### config.mk
export PLATFORM = sky130hd
export DESIGN_NAME = iir_coeff_loader
export DESIGN_NICKNAME = d
export VERILOG_FILES = /design/src/rtl/iir_coeff_loader.sv
export SDC_FILE = /design/constraint.sdc
export NUM_CORES = 1
export LEC_CHECK = 0
export ABC_AREA = 1
export BUFFER_PORTS_ARGS = -buffer_cell sky130_fd_sc_hd__buf_2
export CAP_MARGIN = 20
export CORE_MARGIN = 3
export CORE_UTILIZATION = 60
export DETAILED_ROUTE_END_ITERATION = 8
export HOLD_SLACK_MARGIN = 0.05
export PLACE_DENSITY = 0.79
export SYNTH_ARGS = -nofsm -noshare
export SYNTH_HDL_FRONTEND = slang
export SYNTH_SLANG_ARGS = --single-unit
export TNS_END_PERCENT = 1
### constraint.sdc
create_clock -name clk -period 2.29 [get_ports clk]
set_input_delay 0.458 -clock clk [delete_from_list [all_inputs] [get_ports clk]]
set_output_delay 0.458 -clock clk [all_outputs]
set_load 0.01 [all_outputs]
### src/rtl/iir_coeff_loader.sv
// Byte-stream coefficient programmer for the biquad IIR filter: parses framed
// coefficient sets, validates them, then bursts five writes into one section.
module iir_coeff_loader #(
  parameter int NUM_SECTIONS = 2,
  parameter int COEF_WIDTH   = 16,
  parameter int TIMEOUT      = 1024
) (
  input  logic                            clk,
  input  logic                            rst,
  input  logic [7:0]                      s_data,
  input  logic                            s_valid,
  output logic                            s_ready,
  output logic                            coeff_wr_en,
  output logic [$clog2(NUM_SECTIONS)-1:0] section_index,
  output logic [2:0]                      coeff_sel,
  output logic [COEF_WIDTH-1:0]           coeff_value,
  output logic                            busy,
  output logic                            done,
  output logic                            err,
  output logic [1:0]                      err_code
);

  localparam int SEC_W = $clog2(NUM_SECTIONS);
  localparam int TMO_W = $clog2(TIMEOUT + 1);

  localparam logic [2:0] ST_IDLE  = 3'd0;
  localparam logic [2:0] ST_SECT  = 3'd1;
  localparam logic [2:0] ST_COEF  = 3'd2;
  localparam logic [2:0] ST_CHK   = 3'd3;
  localparam logic [2:0] ST_WRITE = 3'd4;

  localparam logic [7:0]       SYNC_BYTE = 8'hA5;
  localparam logic [7:0]       NUM_SEC_B = 8'(NUM_SECTIONS);
  localparam logic [TMO_W-1:0] TMO_LIM   = TMO_W'(TIMEOUT);

  logic [2:0]            r_state;
  logic [SEC_W-1:0]      r_sect;
  logic                  r_bad;
  logic [3:0]            r_cnt;
  logic [7:0]            r_xor;
  logic [TMO_W-1:0]      r_tmo;
  logic [COEF_WIDTH-1:0] r_stage [5];

  logic                  w_xfer;
  logic [2:0]            w_next_sel;
  logic [TMO_W-1:0]      w_tmo_next;

  assign w_xfer     = s_valid && s_ready;
  assign w_next_sel = coeff_sel + 3'd1;
  assign w_tmo_next = r_tmo + TMO_W'(1);

  // NOTE: staging has no reset; it is always fully rewritten by a frame before use.
  always_ff @(posedge clk) begin
    if (r_state == ST_COEF && w_xfer) begin
      if (!r_cnt[0]) r_stage[r_cnt[3:1]][15:8] <= s_data;
      else           r_stage[r_cnt[3:1]][7:0]  <= s_data;
    end
  end

  // NOTE: every state register uses non-blocking assignment so all outputs update together.
  always_ff @(posedge clk) begin
    if (rst) begin
      r_state       <= ST_IDLE;
      s_ready       <= 1'b0;
      coeff_wr_en   <= 1'b0;
      section_index <= '0;
      coeff_sel     <= '0;
      coeff_value   <= '0;
      busy          <= 1'b0;
      done          <= 1'b0;
      err           <= 1'b0;
      err_code      <= '0;
      r_sect        <= '0;
      r_bad         <= 1'b0;
      r_cnt         <= '0;
      r_xor         <= '0;
      r_tmo         <= '0;
    end else begin
      done <= 1'b0;
      err  <= 1'b0;
      case (r_state)
        ST_IDLE: begin
          s_ready <= 1'b1;
          if (w_xfer && s_data == SYNC_BYTE) begin
            r_state <= ST_SECT;
            busy    <= 1'b1;
            r_xor   <= '0;
            r_cnt   <= '0;
            r_tmo   <= '0;
          end
        end

        ST_WRITE: begin
          if (coeff_sel == 3'd4) begin
            coeff_wr_en <= 1'b0;
            done        <= 1'b1;
            busy        <= 1'b0;
            s_ready     <= 1'b1;
            r_state     <= ST_IDLE;
          end else begin
            coeff_sel   <= w_next_sel;
            coeff_value <= r_stage[w_next_sel];
          end
        end

        default: begin
          // In-frame states share the inter-byte timeout.
          if (w_xfer) begin
            r_tmo <= '0;
            if (r_state == ST_SECT) begin
              r_sect  <= s_data[SEC_W-1:0];
              r_bad   <= (s_data >= NUM_SEC_B);
              r_xor   <= r_xor ^ s_data;
              r_state <= ST_COEF;
            end else if (r_state == ST_COEF) begin
              r_xor <= r_xor ^ s_data;
              r_cnt <= r_cnt + 4'd1;
              if (r_cnt == 4'd9) r_state <= ST_CHK;
            end else if (r_bad || s_data != r_xor) begin
              err      <= 1'b1;
              err_code <= r_bad ? 2'd2 : 2'd1;
              busy     <= 1'b0;
              r_state  <= ST_IDLE;
            end else begin
              s_ready       <= 1'b0;
              coeff_wr_en   <= 1'b1;
              coeff_sel     <= 3'd0;
              coeff_value   <= r_stage[0];
              section_index <= r_sect;
              r_state       <= ST_WRITE;
            end
          end else if (r_tmo == TMO_LIM) begin
            err      <= 1'b1;
            err_code <= 2'd3;
            busy     <= 1'b0;
            s_ready  <= 1'b1;
            r_tmo    <= '0;
            r_state  <= ST_IDLE;
          end else begin
            // Drop ready one cycle early so no byte lands in the timeout cycle.
            r_tmo   <= w_tmo_next;
            s_ready <= (w_tmo_next != TMO_LIM);
          end
        end
      endcase
    end
  end

endmodule

Word level (Yosys, flattened, before mapping) --
Memory sizes are Yosys's and may differ from the RTL's. Index checks and enable logic that the tools add are counted.
Operators by class: add/subtract/negate cells 3, magnitude comparators 1, equality and inequality tests 24, multiplexer cells 73, bitwise gates (word level) 7, reduce and logical (&&, ||, !) cells 25
Operators with widths (number):
- $mux 16 | 5
- $mux 3 | 13
- $mux 11 | 3
- $mux 8 | 4
- $pmux 16 s2 | 1
- $mux 1 | 29
- $pmux 11 s2 | 1
- $reduce_and 6->1 | 3
- $mux 4 | 4
- $pmux 8 s2 | 1
- $reduce_and 5->1 | 3
- $mux 2 | 6
- $ne 4x2->1 const B | 3
- $pmux 3 s2 | 2
- $reduce_and 4->1 | 3
- $add 11x1->11 const B | 1
- $eq 11x11->1 const B | 1
- $ne 11x11->1 const B | 1
- $ne 2x1->1 const B | 5
- $ne 2x2->1 const B | 5
- $eq 8x8->1 const B | 1
- $ge 8x2->1 const B | 1
- $ne 8x8->1 | 1
- $pmux 4 s2 | 1
- 21 further kinds | 35
Word-level totals: flip-flop bits (word level) 55, RAM bits 80, output and inout port bits 27, memories kept 1
Memories:
- r_stage | words 5, bits a word 16, read ports 2, clocked after memory_dff 0, wr ports 1, line 42 | logic [COEF_WIDTH-1:0] r_stage [5];

Logic depth before layout (Yosys ltp) --
word-level depth 7, mapped depth 12, gate-level depth less buffers 12

Worst setup path before layout --
OpenSTA, ideal clock, no wires.
path kind register to register, start point reg coeff_sel[0], end point reg coeff_value[10], setup time 0.070 ns, arrival 2.056 ns, data required time 2.220 ns, path slack 0.163 ns, cell stages (with the launch flop) 12, buffers on the path 2, period minus slack after synthesis 2.127 ns, cells stage by stage dfxtp_1 > clkinv_1 > buf_2 > ha_1 > inv_1 > buf_2 > o211ai_1 > o211ai_1 > nand2_1 > o21ai_0 > nand3_1 > a21oi_1
On the way: word-level cells in the longest chain between the ends 4, elaborated cells between the ends (all ways) 7, those cells by class add/sub (1); eq/ne (2); mux (2); reduce/logical (1); memory (1)
RTL lines:
- from (decl) | line 15 | output logic [2:0] coeff_sel,
- from (signal assigned) | line 101 | coeff_sel <= w_next_sel;
- $add 3x1->3 | line 49 | assign w_next_sel = coeff_sel + 3'd1;
- $mem_v2 5x16
- $mux 16 | line 94 | if (coeff_sel == 3'd4) begin
- $pmux 16 s2 | line 81 | case (r_state)
- to (signal assigned) | line 102 | coeff_value <= r_stage[w_next_sel];
- to (signal assigned) | line 128 | coeff_value <= r_stage[0];
- to (decl) | line 16 | output logic [COEF_WIDTH-1:0] coeff_value,
Parallel ways exist; a longest one is shown, timed or not. The select of a mux whose other input is x is not followed. A chain may end at the register's enable or synchronous reset.

Worst setup path in the final report --
start point reg coeff_sel[0], end point reg coeff_value[12]
Same word-level chain as after synthesis.

==> impl_metrics.py <==
metrics = {
    "drt": {
        "wl_mm": 15.56,
        "wire_per_inst_microns": 17.13,
        "drc": 0,
        "dr.pass1.iters": 6,
        "via_count": 5195,
        "vias_per_cell": 5.721,
        "drtIter0Drc": 531,
        "ant_nets": 0,
    },
    "power": {
        "p_sw_uw": 2406,
        "p_clk_share_pct": 37.0,
        "vdd_drop_max_mv": 0.7642,
        "p_leak_uw": 0.002944,
        "power_density_nw_per_um2": 1056,
        "p_comb_share_pct": 24.8,
        "internal-power_uw": 5233,
        "seq_power_share_pct": 38.2,
        "swShare_pct": 31.50,
    },
    "sta": {
        "slew_headroom_pct": 60.97,
        "skew_ns": 0.006216,
        "rsz0062_at_grt": "false",
        "setup_viol": 0,
        "period_minus_slack_ns": 2.091,
        "post-route-period-util_pct": 91.32,
        "max_freq_mhz": 478.2,
        "setup_ws_ns": 0.1988,
        "finalHoldViolCount": 0,
        "maxSlewViolCount": 0,
        "worst_pin_slew_ns": 0.5847,
        "timing.hold.ws_ns": 0.2956,
        "finalSetupTns_ns": 0,
    },
    "place": {
        "io_buffer_count": 37,
        "place.detailed.hpwl_mm": 9.773,
        "gp_congestion": 0.8762,
        "placed_cells": 876,
        "place_ws_ns": 0.1973,
    },
    "worst_setup_path": {
        "endpoint_kind": "flip-flop",
        "reg2reg_depth": 10,
        "critPathMaxStageDelay_ns": 0.36,
        "worstReg2RegStart": "coeff_sel[0]$_SDFFE_PP0P_",
        "startpoint_type": "flip-flop",
        "path_cells": "clkinv_1, ha_1, clkinvlp_4, buf_4, o211ai_1, o211ai_1, nand2_1, o21ai_0, nand3_1, a21oi_1",
        "reg2reg_slack_ns": 0.20,
        "worstReg2RegEnd": "coeff_value[12]$_SDFFE_PP0P_",
        "worstPathMaxFanout": 9,
        "critPathArrivalTime_ns": 2.48,
        "cpMostUsedCell": "o211ai_1",
        "slowest_stage": "dfxtp_1",
        "criticalPathCategory": "flip-flop to flip-flop",
        "cp.required_ns": 2.68,
    },
    "hold_path": {
        "min_from": "s_data[6]",
        "hp-class": "primary input to flip-flop",
        "whs_path_depth": 1,
        "min_to": "r_stage[0][6]$_DFFE_PP_",
    },
    "layout": {
        "final_common_cell": "nand2_1",
        "multi_input_area_sq_um": 2252,
        "fin_nets": 780,
        "regArea_sq_um": 3503,
        "area_delta_synth_final_pct": 15.97,
        "final_cell_mix": "nand2_1, inv_1, edfxtp_1",
        "final_layout_size_suffix_gt1_share_pct": 13.42,
        "fill_cells": 713,
        "final_cells": 908,
        "n_antenna_cell": 0,
    },
    "clock_tree": {
        "clkTransAtPathRegs_ns": 0.06,
        "root_buffer": "clkbuf_8",
        "cts_tree": "yes",
        "post_cts_buffers": 0,
        "htreeDepth": 4,
        "numCtsBuffers": 17,
        "clockBufferDepth": 2,
        "cts_sinks": 135,
        "clock_latency_ns": 0.53,
        "postCtsHoldBufs": 0,
    },
    "grt": {
        "antenna_found_initial": 0,
        "grt_pass1_wl_mm": 25.02,
        "grt_max_degree": 50,
        "grt_overflow_total": 0,
        "grt_use_total_pct": 28.47,
        "grt_pass1_vias": 5074,
    },
    "floorplanning": {
        "io_pins": 38,
        "core_area_sq_um": 9955,
        "start_util_pct": 62.63,
        "die-height_microns": 107.9,
        "fp-row-count": 36,
        "die_area_sq_um": 11650,
        "die_x_microns": 107.9,
    },
    "logic_synthesis": {
        "netlist.area_leader.share_pct": 38.53,
        "syn_area_per_cell_sq_um": 8.781,
        "synthesis.nets": 728,
        "syn_inst": 710,
        "ys_warn_count": 0,
        "yosysSeqAreaShare_pct": 56.19,
        "ys_seq_elements": 135,
        "synth_area_sq_um": 6235,
        "synth.area.top_cells": "edfxtp_1, dfxtp_1, nand2_1, inv_1, nor2_1",
        "yosysUniqueCellTypes": 35,
        "yosysTopAreaCell": "edfxtp_1",
    },
    "flow_run": {
        "cap_viol_max_count": 0,
    },
    "outcome": {
        "status": "finished clean",
    },
}
[per-stage QoR]
stage	instance area [sq um]	utilization, %	total power, uW
3_3_place_gp	6620	66.50	4726
4_1_cts	7227	72.60	7624
5_1_grt	7231	72.64	7974
2_1_floorplan	6235	-	4246
6_report	7231	72.64	7639
3_5_place_dp	6620	66.50	4793
[synthesized netlist by cell type]
| cell type | instances |
|---|---|
| a21oi_1 | 48 |
| a21oi_2 | 1 |
| and3_1 | 1 |
| buf_1 | 2 |
| buf_2 | 10 |
| buf_4 | 1 |
| buf_6 | 4 |
| clkbuf_1 | 7 |
| clkinv_1 | 2 |
| dfxtp_1 | 55 |
| edfxtp_1 | 80 |
| ha_1 | 7 |
| inv_1 | 83 |
| inv_2 | 5 |
| inv_4 | 2 |
| nand2_1 | 160 |
| nand2_2 | 4 |
| nand2_4 | 2 |
| nand3_1 | 42 |
| nand3b_1 | 2 |
| nand4_1 | 7 |
| nand4_2 | 1 |
| nor2_1 | 72 |
| nor2_2 | 2 |
| nor2_4 | 1 |
| nor2_8 | 2 |
| nor3_1 | 5 |
| nor3_2 | 1 |
| nor4_1 | 1 |
| o211ai_1 | 32 |
| o21ai_0 | 38 |
| o21ai_1 | 25 |
| or2_0 | 1 |
| xnor2_1 | 2 |
| xor2_1 | 2 |
[worst max-delay path: cells and delay by family, from the launching register on]
kind	cells	cell delay [ns]
AOI/OAI and AO/OA	4	0.47
DFF	1	0.36
and+or+nand+nor	2	0.19
buffers and inverters	3	0.58
adders and majority gates	1	0.35
[timing repair]
item | CTS | global route
resized for setup | 0 | 1
endpoints found under the setup margin | 0 | 1
hold endpoints to repair | 0 | 0
[layer usage]
metal	share of wire [%]	vias to the layer above	track usage, %
met4	2.9	0	11.18
met1	40	2458	35.39
met2	50	211	48.27
met5	0	-	0
met3	7.2	48	6.806
li1	-	2478	-
[cell families after synthesis]
group	Yosys count	synth area share [%]
compound gates	144	12.90
xor+xnor	4	0.5620
fa+ha+maj	7	1.405
buf+inv	116	7.807
flops	135	56.19
simple gates	304	21.13
[how the worst max path moves through the flow]
stage / from / endpoint / slack (ns) / cells past startpoint
after detailed placement: s_data[5] / section_index$_SDFFE_PP0P_ / 0.20 / 11
after floorplan: coeff_sel[0]$_SDFFE_PP0P_ / coeff_value[10]$_SDFFE_PP0P_ / 0.16 / 11
after global placement: coeff_sel[0]$_SDFFE_PP0P_ / coeff_value[12]$_SDFFE_PP0P_ / 0.22 / 10
final: coeff_sel[0]$_SDFFE_PP0P_ / coeff_value[12]$_SDFFE_PP0P_ / 0.20 / 10
after CTS: coeff_sel[0]$_SDFFE_PP0P_ / coeff_value[12]$_SDFFE_PP0P_ / 0.16 / 10
after global routing: coeff_sel[0]$_SDFFE_PP0P_ / coeff_value[12]$_SDFFE_PP0P_ / 0.02 / 10
[area by class of cell]
class                   count  share of cell area (%)
clock buffers              20                   5.883
multi-input cells         459                   31.15
repair buffers             57                   4.811
well taps                 133                   2.301
clock inverters            12                   2.509
inverters                  92                   4.897
flip-flops and latches    135                   48.45
[flip-flops by register name, summed over array words and instances (netlist names), 2 cells and up]
name / cells
r_xor: 8
r_cnt: 4
coeff_sel: 3
r_state: 3
r_stage: 80
err_code: 2
r_tmo: 11
coeff_value: 16
[power groups by stage]
stage	combinational [uW]	clock, uW	sequential [uW]
after floorplan	1280	0	2960
after global placement	1780	0	2950
after detailed placement	1830	0	2960
after CTS	1870	2840	2910
after global routing	2100	2940	2940
final	1900	2830	2920
Power figures use the tool's default switching activity.
